`src/rtl/seq_multiplier_4bit.sv`:
```
// Sequential 4x4 unsigned shift-and-add multiplier with a ripple-carry
// four_bit_adder supplying each partial-product sum.

module four_bit_adder (
    input  logic [3:0] A,
    input  logic [3:0] B,
    input  logic       Cin,
    output logic [3:0] S,
    output logic       Cout
);
    logic [4:0] carry;

    assign carry[0] = Cin;

    generate
        for (genvar gi = 0; gi < 4; gi++) begin : g_bit
            assign S[gi]       = A[gi] ^ B[gi] ^ carry[gi];
            assign carry[gi+1] = (A[gi] & B[gi]) | (carry[gi] & (A[gi] ^ B[gi]));
        end
    endgenerate

    assign Cout = carry[4];
endmodule

module seq_multiplier_4bit (
    input  logic       clk,
    input  logic       rst,
    input  logic       start,
    input  logic [3:0] a,
    input  logic [3:0] b,
    output logic       busy,
    output logic       done,
    output logic [7:0] product
);
    typedef enum logic {IDLE = 1'b0, CALC = 1'b1} state_t;

    state_t     state_reg, state_next;
    logic [3:0] m_reg, m_next;
    logic [3:0] acc_reg, acc_next;
    logic [3:0] q_reg, q_next;
    logic [2:0] cnt_reg, cnt_next;
    logic       busy_reg, busy_next;
    logic       done_reg, done_next;
    logic [7:0] product_reg, product_next;

    logic [3:0] add_s;
    logic       add_cout;
    logic [4:0] sum;

    four_bit_adder u_adder (
        .A    (acc_reg),
        .B    (m_reg),
        .Cin  (1'b0),
        .S    (add_s),
        .Cout (add_cout)
    );

    // State register
    always_ff @(posedge clk) begin
        if (rst) begin
            state_reg <= IDLE;
        end else begin
            state_reg <= state_next;
        end
    end

    // Next-state logic
    always_comb begin
        state_next = state_reg;
        case (state_reg)
            IDLE:    if (start) state_next = CALC;
            CALC:    if (cnt_reg == 3'd3) state_next = IDLE;
            default: state_next = IDLE;
        endcase
    end

    // Datapath and output next values; the full 5-bit sum feeds the shift
    always_comb begin
        sum          = q_reg[0] ? {add_cout, add_s} : {1'b0, acc_reg};
        m_next       = m_reg;
        acc_next     = acc_reg;
        q_next       = q_reg;
        cnt_next     = cnt_reg;
        done_next    = 1'b0;
        product_next = product_reg;
        case (state_reg)
            IDLE: begin
                if (start) begin
                    m_next   = a;
                    q_next   = b;
                    acc_next = 4'd0;
                    cnt_next = 3'd0;
                end
            end
            CALC: begin
                acc_next = sum[4:1];
                q_next   = {sum[0], q_reg[3:1]};
                cnt_next = cnt_reg + 3'd1;
                if (cnt_reg == 3'd3) begin
                    product_next = {sum[4:1], sum[0], q_reg[3:1]};
                    done_next    = 1'b1;
                end
            end
            default: ;
        endcase
        busy_next = (state_next == CALC);
    end

    always_ff @(posedge clk) begin
        if (rst) begin
            m_reg       <= 4'd0;
            acc_reg     <= 4'd0;
            q_reg       <= 4'd0;
            cnt_reg     <= 3'd0;
            busy_reg    <= 1'b0;
            done_reg    <= 1'b0;
            product_reg <= 8'h00;
        end else begin
            m_reg       <= m_next;
            acc_reg     <= acc_next;
            q_reg       <= q_next;
            cnt_reg     <= cnt_next;
            busy_reg    <= busy_next;
            done_reg    <= done_next;
            product_reg <= product_next;
        end
    end

    assign busy    = busy_reg;
    assign done    = done_reg;
    assign product = product_reg;
endmodule

```
`config.mk`:
```
export PLATFORM = sky130hd
export DESIGN_NAME = seq_multiplier_4bit
export DESIGN_NICKNAME = d
export VERILOG_FILES = /design/src/rtl/seq_multiplier_4bit.sv
export SDC_FILE = /design/constraint.sdc
export NUM_CORES = 1
export LEC_CHECK = 0
export CAP_MARGIN = 25
export CORE_MARGIN = 2
export CORE_UTILIZATION = 53
export CTS_CLUSTER_SIZE = 12
export DETAILED_ROUTE_END_ITERATION = 8
export MAX_ROUTING_LAYER = met4
export PLACE_DENSITY = 0.81
export SETUP_SLACK_MARGIN = 0.1
export SKIP_CTS_REPAIR_TIMING = 1
export SLEW_MARGIN = 20
export SYNTH_ARGS = -nofsm -noshare
export SYNTH_HDL_FRONTEND = slang
export SYNTH_SLANG_ARGS = --single-unit
```
`constraint.sdc`:
```
create_clock -name clk -period 4.7 [get_ports clk]
set_clock_uncertainty 0.15 [all_clocks]
set_input_delay 0.94 -clock clk [delete_from_list [all_inputs] [get_ports clk]]
set_output_delay 0.94 -clock clk [all_outputs]
set_load 0.01 [all_outputs]
```
## After elaboration in Yosys (flattened, before gate mapping)

Index checks and enable logic that the tools add are counted.
Widths: inputs -> output; s select.

| cells by class | value |
|---|---|
| reduce and logical (&&, ||, !) cells | 3 |
| add/sub/neg operators | 1 |
| muxes and demuxes | 11 |
| equal/unequal tests | 2 |
| bitwise operators | 18 |

Operators with widths:

| cell | number |
|---|---|
| $pmux 4 s2 | 2 |
| $mux 4 | 2 |
| $and 1x1->1 | 7 |
| $xor 1x1->1 | 7 |
| $pmux 3 s2 | 1 |
| $mux 5 | 1 |
| $reduce_and 2->1 | 2 |
| $add 3x1->3 const B | 1 |
| $eq 3x2->1 const B | 1 |
| $mux 1 | 3 |
| $mux 3 | 1 |
| $or 1x1->1 | 3 |
| $ne 2x2->1 const B | 1 |
| $pmux 1 s2 | 1 |
| $reduce_or 2->1 | 1 |
| $not 1->1 | 1 |

| storage, ports and cells | value |
|---|---|
| output and inout port bits | 10 |
| register bits after elaboration | 25 |
| input port bits | 11 |

## Depth between registers and ports, before layout

Gate-level depths: netlist of the first run.

| depth | value |
|---|---|
| depth in word-level cells | 9 |
| depth in mapped cells | 8 |
| mapped depth without buffers | 8 |

## By module

A second synthesis of the first run with hierarchy kept.

| unflattened totals | value |
|---|---|
| cell total of the unflattened synthesis | 111 |
| area total of the unflattened synthesis | 1101.1 um2 |

By module, submodules not included:

| module | instances | seq. area each (um2) | cells each | area each (um2) |
|---|---|---|---|---|
| seq_multiplier_4bit | 1 | 500.5 | 97 | 983.4 |
| four_bit_adder | 1 | 0.0 | 14 | 117.6 |

## Worst setup path before layout of the first run

Ideal clock, no wire load.

| timing path | value |
|---|---|
| path type | register -> register |
| start point | register acc_reg[0] |
| end point | register acc_reg[2] |
| path buffers | 0 |
| data required time | 4.424 ns |
| arrival | 1.933 ns |
| slack | 2.491 ns |
| stages on the path, launching flop included | 9 |
| period minus slack after synthesis | 2.209 ns |
| cell sequence | dfxtp_1 -> ha_1 -> inv_1 -> fa_1 -> fa_1 -> inv_1 -> fa_1 -> mux2i_1 -> o32ai_1 |

| between the ends | value |
|---|---|
| cells in the longest elaborated chain, start to end | 8 |

Ends and longest elaborated chain:

| element | line | RTL |
|---|---|---|
| from (decl) | 39 | `logic [3:0] acc_reg, acc_next;` |
| from (signal assigned) | 120 | `acc_reg <= acc_next;` |
| $and 1x1->1 (2 in a row) | 18 | `assign carry[gi+1] = (A[gi] & B[gi]) \| (carry[gi] & (A[gi] ^ B[gi]));` |
| $or 1x1->1 | 18 |  |
| $and 1x1->1 | 18 |  |
| $or 1x1->1 | 18 |  |
| $xor 1x1->1 | 17 | `assign S[gi] = A[gi] ^ B[gi] ^ carry[gi];` |
| $mux 5 | 79 | `sum = q_reg[0] ? {add_cout, add_s} : {1'b0, acc_reg};` |
| $pmux 4 s2 | 86 | `case (state_reg)` |

No other way between the ends.
A chain may end at the register's enable or synchronous reset.

## Worst setup path in the final report of the first run

| timing path | value |
|---|---|
| start point | register busy_reg (netlist: busy) |
| end point | output busy |

RTL lines:

| element | line | RTL |
|---|---|---|
| from (decl) | 42 | `logic busy_reg, busy_next;` |
| from (signal assigned) | 123 | `busy_reg <= busy_next;` |
| to (decl) | 31 | `output logic busy,` |

No word-level cell between the ends.

==> metrics.md, run 1 <==
| Metric | Value |
|---|---|
| Rel. slew slack | 49.5% |
| Class of the most critical setup path | register to output port |
| Critical Path Start | busy |
| Vias in the first global route | 779 |
| Crit path max-delay family | flip-flops |
| Final #Nets | 145 |
| Largest net degree at the start of global routing | 24 |
| Uppermost layer routed | met4 |
| Vias | 777 |
| HPWL Detailed | 1500 microns |
| Top cells by count, synth | 25 x dfxtp_1, 11 x mux2i_1, 10 x nand2_1, 9 x nor2_1, 9 x o21ai_1 |
| Sequential fraction of the synthesis area | 46.0% |
| CTS Buffer Depth | 2 |
| Chip width | 49.3 microns |
| FMAX | 342 MHz |
| WL/cell | 12.6 microns |
| Syn Area/Cell | 9.99 sq um |
| Antenna Violating Nets Remaining | 0 |
| 1st-iter DRT viols | 9 |
| Hold/Removal Path Class | register to register |
| Hold Path Origin | product[4] |
| Yosys warning count | 0 |
| P per Cell Area | 274 mW/mm^2 |
| Peak VDD IR | 194 uV |
| R2r startpoint | acc_reg[0] |
| Chip Height | 49.3 microns |
| # port buffers | 20 |
| Clock root buffer | clkbuf_4 |
| Share of layout cells above drive strength 1 | 5.51% |
| Critical path's slowest cell | dfxtp_1 |
| Slew @ Worst Pin | 757 ps |
| Total GRT Usage | 19.4% |
| Part of the cycle the worst path needs | 62.2% |
| Slowest Stage Delay on Critical Path | 840 ps |
| Leakage power | 0.488 nW |
| Status | completed |
| Starting density of the core | 56.1% |
| Crit path time final | 2920 ps |
| Startpoint types | register |
| Antenna violations before repair | 0 |
| Worst-path fanout max | 23 |
| Synth unique cells | 26 |
| Seq cells post-synth | 25 |
| RSZ-0062 raised after global routing | false |
| Diode count | 0 |
| Via density | 5.05 |
| Crit-path cells | clkdlybuf4s50_1 |
| FILL cells | 169 |
| Count leader, synth | dfxtp_1 |
| Clk_lat worst skew | 320 ps |
| Post-synth net total | 126 |
| Mapped Area | 0.00109 sq mm |
| Met1 WL | 937 microns |
| Gr ovfl total | 0 |
| Number of synthesized flops with an enable pin | 0 |
| # H-tree levels | 1 |
| Top cell type by total area after synthesis | dfxtp_1 |
| Met2 wire len | 922 microns |
| Gate count of the mapped netlist | 109 |
| Rows | 16 |
| Primary FF master, synth | dfxtp_1 |
| CTS sink count | 25 |
| Total CTS buffers | 3 |
| Fin. max-slew vios | 0 |
| CTS tree | done |
| Boundary pin count | 21 |
| Post-synth ARST share | 0% |
| Synthesis-to-layout area growth | 20.1% |
| Reg clk slew, reported paths | 140 ps |
| Crit end category | output port |
| CP Data Arrival Time | 1830 ps |
| Die area | 0.00243 sq mm |
| Gpl congestion | 0.764 |
| CP required | 3610 ps |
| Placeable Area | 0.00194 sq mm |
| Setup ws final | 1780 ps |
| Maxcap violations | 0 |
| Setup TNS after final layout | 0 ps |
| Bufs and invs on worst path | 1 |
| Initial DRT Pass Iterations | 4 |
| Wire length on met3 | 38 microns |
| First-pass GRT wire length | 3460 microns |
| Setup violators final | 0 |
| Top cell type's share of synthesized area | 46.0% |
| DR DRC count | 0 |
| Max reg flops | 8 |
| Post-layout util | 67.3% |
| Count of final hold-check violations | 0 |
| Routed WL | 1940 microns |
| DP Worst Slack | 2090 ps |
| Ranking of synthesized cells by area | dfxtp_1 46%, mux2i_1 10%, fa_1 5.5% |
==> tightest hold or removal path, cell delays in order (launching register included) <==
cell     delay [ps]
dfxtp_1         340
nand2_1          50
o21ai_1          50
==> per-stage QoR <==
| stage | power (mW) | cells | cell area, sq um | hold WS [ps] |
|---|---|---|---|---|
| 3_5_place_dp | 0.267 | 150 | 1280 | 296 |
| 2_1_floorplan | 0.254 | 109 | 1090 | 310 |
| 4_1_cts | 0.360 | 154 | 1310 | 314 |
| 3_3_place_gp | 0.266 | 150 | 1280 | 293 |
| 5_1_grt | 0.378 | 154 | 1310 | 339 |
| 6_report | 0.358 | 154 | 1310 | 310 |
==> final cells by class <==
| class | count | area [sq um] | share of cell area, % |
|---|---|---|---|
| Timing Repair Buffer | 20 | 200 | 15.3 |
| Multi-Input combinational cell | 69 | 509 | 38.9 |
| Inverter | 9 | 36.3 | 2.78 |
| Clock inverter | 1 | 5.00 | 0.383 |
| Sequential cell | 25 | 500 | 38.3 |
| Clock buffer | 3 | 22.5 | 1.72 |
| Tap cell | 27 | 33.8 | 2.58 |
==> layer usage <==
layer  vias to the layer above  track usage (%)
li1                        404                -
met3                         4             1.84
met2                        12             30.4
met5                         -                -
met1                       357             25.6
met4                         0             8.57
==> where the power goes <==
group,switching [mW],internal [mW],total (mW)
clock,0.0642,0.0319,0.0961
sequential,0.00868,0.218,0.227
combinational,0.0154,0.0197,0.0350
==> path summary, 6_finish.rpt <==
| kind | to | slack, ps | depth (start not counted) |
|---|---|---|---|
| worst max-delay path | busy | 1780 | 1 |
| worst min-delay path | product[4] | 310 | 2 |
| worst max register to register | acc_reg[2] | 2280 | 8 |
| worst min register to register | product[4] | 310 | 2 |
==> cell usage in the layout (no fill, tap or decap), drive strengths merged, types with 4 or more instances in the layout <==
cell type      Yosys  routed
clkdlybuf4s50      0      20
dfxtp             25      25
inv                9       9
mux2i             11      11
nand2             10      10
nor2               9       9
nor2b              4       4
o21ai             10      10
==> cells by family (layout without fill, tap and decap cells) <==
family,after synthesis,count (layout),synth area share (%)
and+or+nand+nor,31,31,14.0
buffers and inverters,15,33,7.24
DFF,25,25,46.0
AOI/OAI and AO/OA,21,21,13.7
adders and majority gates,6,6,8.97
muxes,11,11,10.1
No activity file was read; power rests on OpenSTA's default activity.
==> run 2, diff against run 1 <==
--- a/config.mk
+++ b/config.mk
@@ -7,11 +7,11 @@
 export LEC_CHECK = 0
 export CAP_MARGIN = 25
 export CORE_MARGIN = 2
-export CORE_UTILIZATION = 53
+export CORE_UTILIZATION = 45
 export CTS_CLUSTER_SIZE = 12
 export DETAILED_ROUTE_END_ITERATION = 8
 export MAX_ROUTING_LAYER = met4
-export PLACE_DENSITY = 0.81
+export PLACE_DENSITY = 0.74
 export SETUP_SLACK_MARGIN = 0.1
 export SKIP_CTS_REPAIR_TIMING = 1
 export SLEW_MARGIN = 20
==> constraint.sdc (replaced) <==
create_clock -name clk -period 2.6 [get_ports clk]
set_clock_uncertainty 0.15 [all_clocks]
set_input_delay 0.52 -clock clk [delete_from_list [all_inputs] [get_ports clk]]
set_output_delay 0.52 -clock clk [all_outputs]
set_load 0.01 [all_outputs]
==> metrics.md, run 2 (same netlist as run 1, synthesis figures left out) <==
| Metric | Value |
|---|---|
| # port buffers | 20 |
| Vias in the first global route | 814 |
| P per Cell Area | 486 mW/mm^2 |
| Setup ws final | 237 ps |
| Worst-path fanout max | 2 |
| Worst Reg-to-Reg Cells | 8 |
| Boundary pin count | 21 |
| CP Data Arrival Time | 2420 ps |
| Hold/Removal Path Class | register to register |
| CTS tree | done |
| Synthesis-to-layout area growth | 22.6% |
| Max reg flops | 8 |
| Setup TNS after final layout | 0 ps |
| Worst flop-to-flop path endpoint | acc_reg[2] |
| Crit path time final | 2360 ps |
| Part of the cycle the worst path needs | 90.9% |
| FMAX | 423 MHz |
| Hold path endpoint | product[6] |
| Internal power | 0.491 mW |
| Total CTS buffers | 3 |
| Reg power frac | 62.3% |
| 1st-iter DRT viols | 13 |
| Critical Path Start | m_reg[0] |
| Chip Height | 53.2 microns |
| Psw | 0.157 mW |
| Final Instance Area | 0.00134 sq mm |
| Hold Path Origin | product[6] |
| Clk_lat worst skew | 310 ps |
| Slew @ Worst Pin | 375 ps |
| Clock root buffer | clkbuf_4 |
| Commonest non-fill, non-tap cell in the layout | dfxtp_1 |
| Routed WL | 2010 microns |
| RSZ-0062 raised after global routing | false |
| DP Worst Slack | 287 ps |
| Class of the most critical setup path | register to register |
| Diode count | 0 |
| Sw Ratio | 24.3% |
| R2R setup slack | 240 ps |
| Fin. max-slew vios | 0 |
| Post-Layout Cell Count | 158 |
| Maxcap violations | 0 |
| WL/cell | 12.7 microns |
| Gr ovfl total | 0 |
| Initial DRT Pass Iterations | 4 |
| Antenna violations before repair | 0 |
| Rows | 17 |
| CP required | 2660 ps |
| Gpl congestion | 0.792 |
| CTS sink count | 25 |
| Post-Place Cell Area | 0.00130 sq mm |
| R2r startpoint | m_reg[0] |
| WHS Path Cells | 2 |
| Leakage power | 0.502 nW |
| Placeable Area | 0.00225 sq mm |
| Comb power frac | 11.5% |
| CTS Buffer Depth | 2 |
| Total GRT Usage | 18.1% |
| Chip width | 53.2 microns |
| Starting density of the core | 48.3% |
| Peak VDD IR | 299 uV |
| Commonest non-fill, non-tap cells in the layout | 25 x dfxtp_1, 20 x clkdlybuf4s50_1, 10 x nand2_1, 10 x mux2i_1 |
| Crit end category | register |
| Status | completed |
| Via density | 5.15 |
| HPWL Detailed | 1540 microns |
| Post-layout util | 59.2% |
| Final #Nets | 148 |
| Reg clk slew, reported paths | 130 ps |
| Largest net degree at the start of global routing | 23 |
| Count of final hold-check violations | 0 |
| Startpoint types | register |
| # H-tree levels | 1 |
| First-pass GRT wire length | 3590 microns |
| Vias | 814 |
| Die area | 0.00283 sq mm |
| Clock power frac | 26.2% |
| Share of layout cells above drive strength 1 | 8.46% |
| Setup violators final | 0 |
| Placed insts | 154 |
| DR DRC count | 0 |
| Rel. slew slack | 75.0% |
| Antenna Violating Nets Remaining | 0 |
==> run 2: cell count changes in the layout (fill, tap and decap cells not counted) <==
cell	before	now
mux2i_2	0	1
buf_4	0	3
mux2i_1	11	10
==> run 2: worst max-delay path by stage <==
stage	endpoint	cells past startpoint	slack [ps]
floorplan	acc_reg[2]	8	390
global placement	acc_reg[2]	8	350
detailed placement	acc_reg[2]	8	290
CTS	acc_reg[2]	8	270
global route	acc_reg[2]	8	90
finish	acc_reg[2]	8	240
==> run 2: power by group through the flow <==
stage / clock [mW] / sequential (mW) / combinational, mW
after CTS: 0.175 / 0.404 / 0.0747
after floorplan: 0 / 0.409 / 0.0505
after global routing: 0.193 / 0.406 / 0.0845
after detailed placement: 0 / 0.413 / 0.0742
after global placement: 0 / 0.412 / 0.0730
final: 0.170 / 0.404 / 0.0746
==> run 2: per-layer routing <==
layer	track usage [%]	wire, microns
met5	-	0
met2	28.3	1030
met1	22.7	893
met3	2.54	58
met4	9.83	25
==> run 2: cell type report <==
| class | count | area [sq um] |
|---|---|---|
| Inverter | 9 | 36.3 |
| Clock buffer | 3 | 22.5 |
| Fill cell | 215 | 920 |
| Sequential cell | 25 | 500 |
| Clock inverter | 1 | 5.00 |
| Tap cell | 28 | 35.0 |
| Timing Repair Buffer | 23 | 223 |
| Multi-Input combinational cell | 69 | 513 |
==> run 2: worst max-delay path, stage by stage, from the launching register on <==
cell	delay (ps)
dfxtp_1	380
ha_1	160
inv_1	50
fa_1	370
fa_1	360
inv_1	70
fa_1	420
mux2i_2	200
o32ai_1	100
==> run 2: per-stage QoR <==
| step | hold slack (ps) | power [mW] |
|---|---|---|
| 2_1_floorplan | 310 | 0.459 |
| 5_1_grt | 325 | 0.684 |
| 4_1_cts | 315 | 0.654 |
| 3_3_place_gp | 285 | 0.485 |
| 6_report | 312 | 0.648 |
| 3_5_place_dp | 297 | 0.487 |
==> run 3, diff against run 2 <==
--- a/config.mk
+++ b/config.mk
@@ -8,6 +8,7 @@
 export CAP_MARGIN = 25
 export CORE_MARGIN = 2
 export CORE_UTILIZATION = 45
+export CTS_CLUSTER_DIAMETER = 120
 export CTS_CLUSTER_SIZE = 12
 export DETAILED_ROUTE_END_ITERATION = 8
 export MAX_ROUTING_LAYER = met4
==> results of run 3 <==
The final DEF is identical to that of run 2; final timing and power are the same.
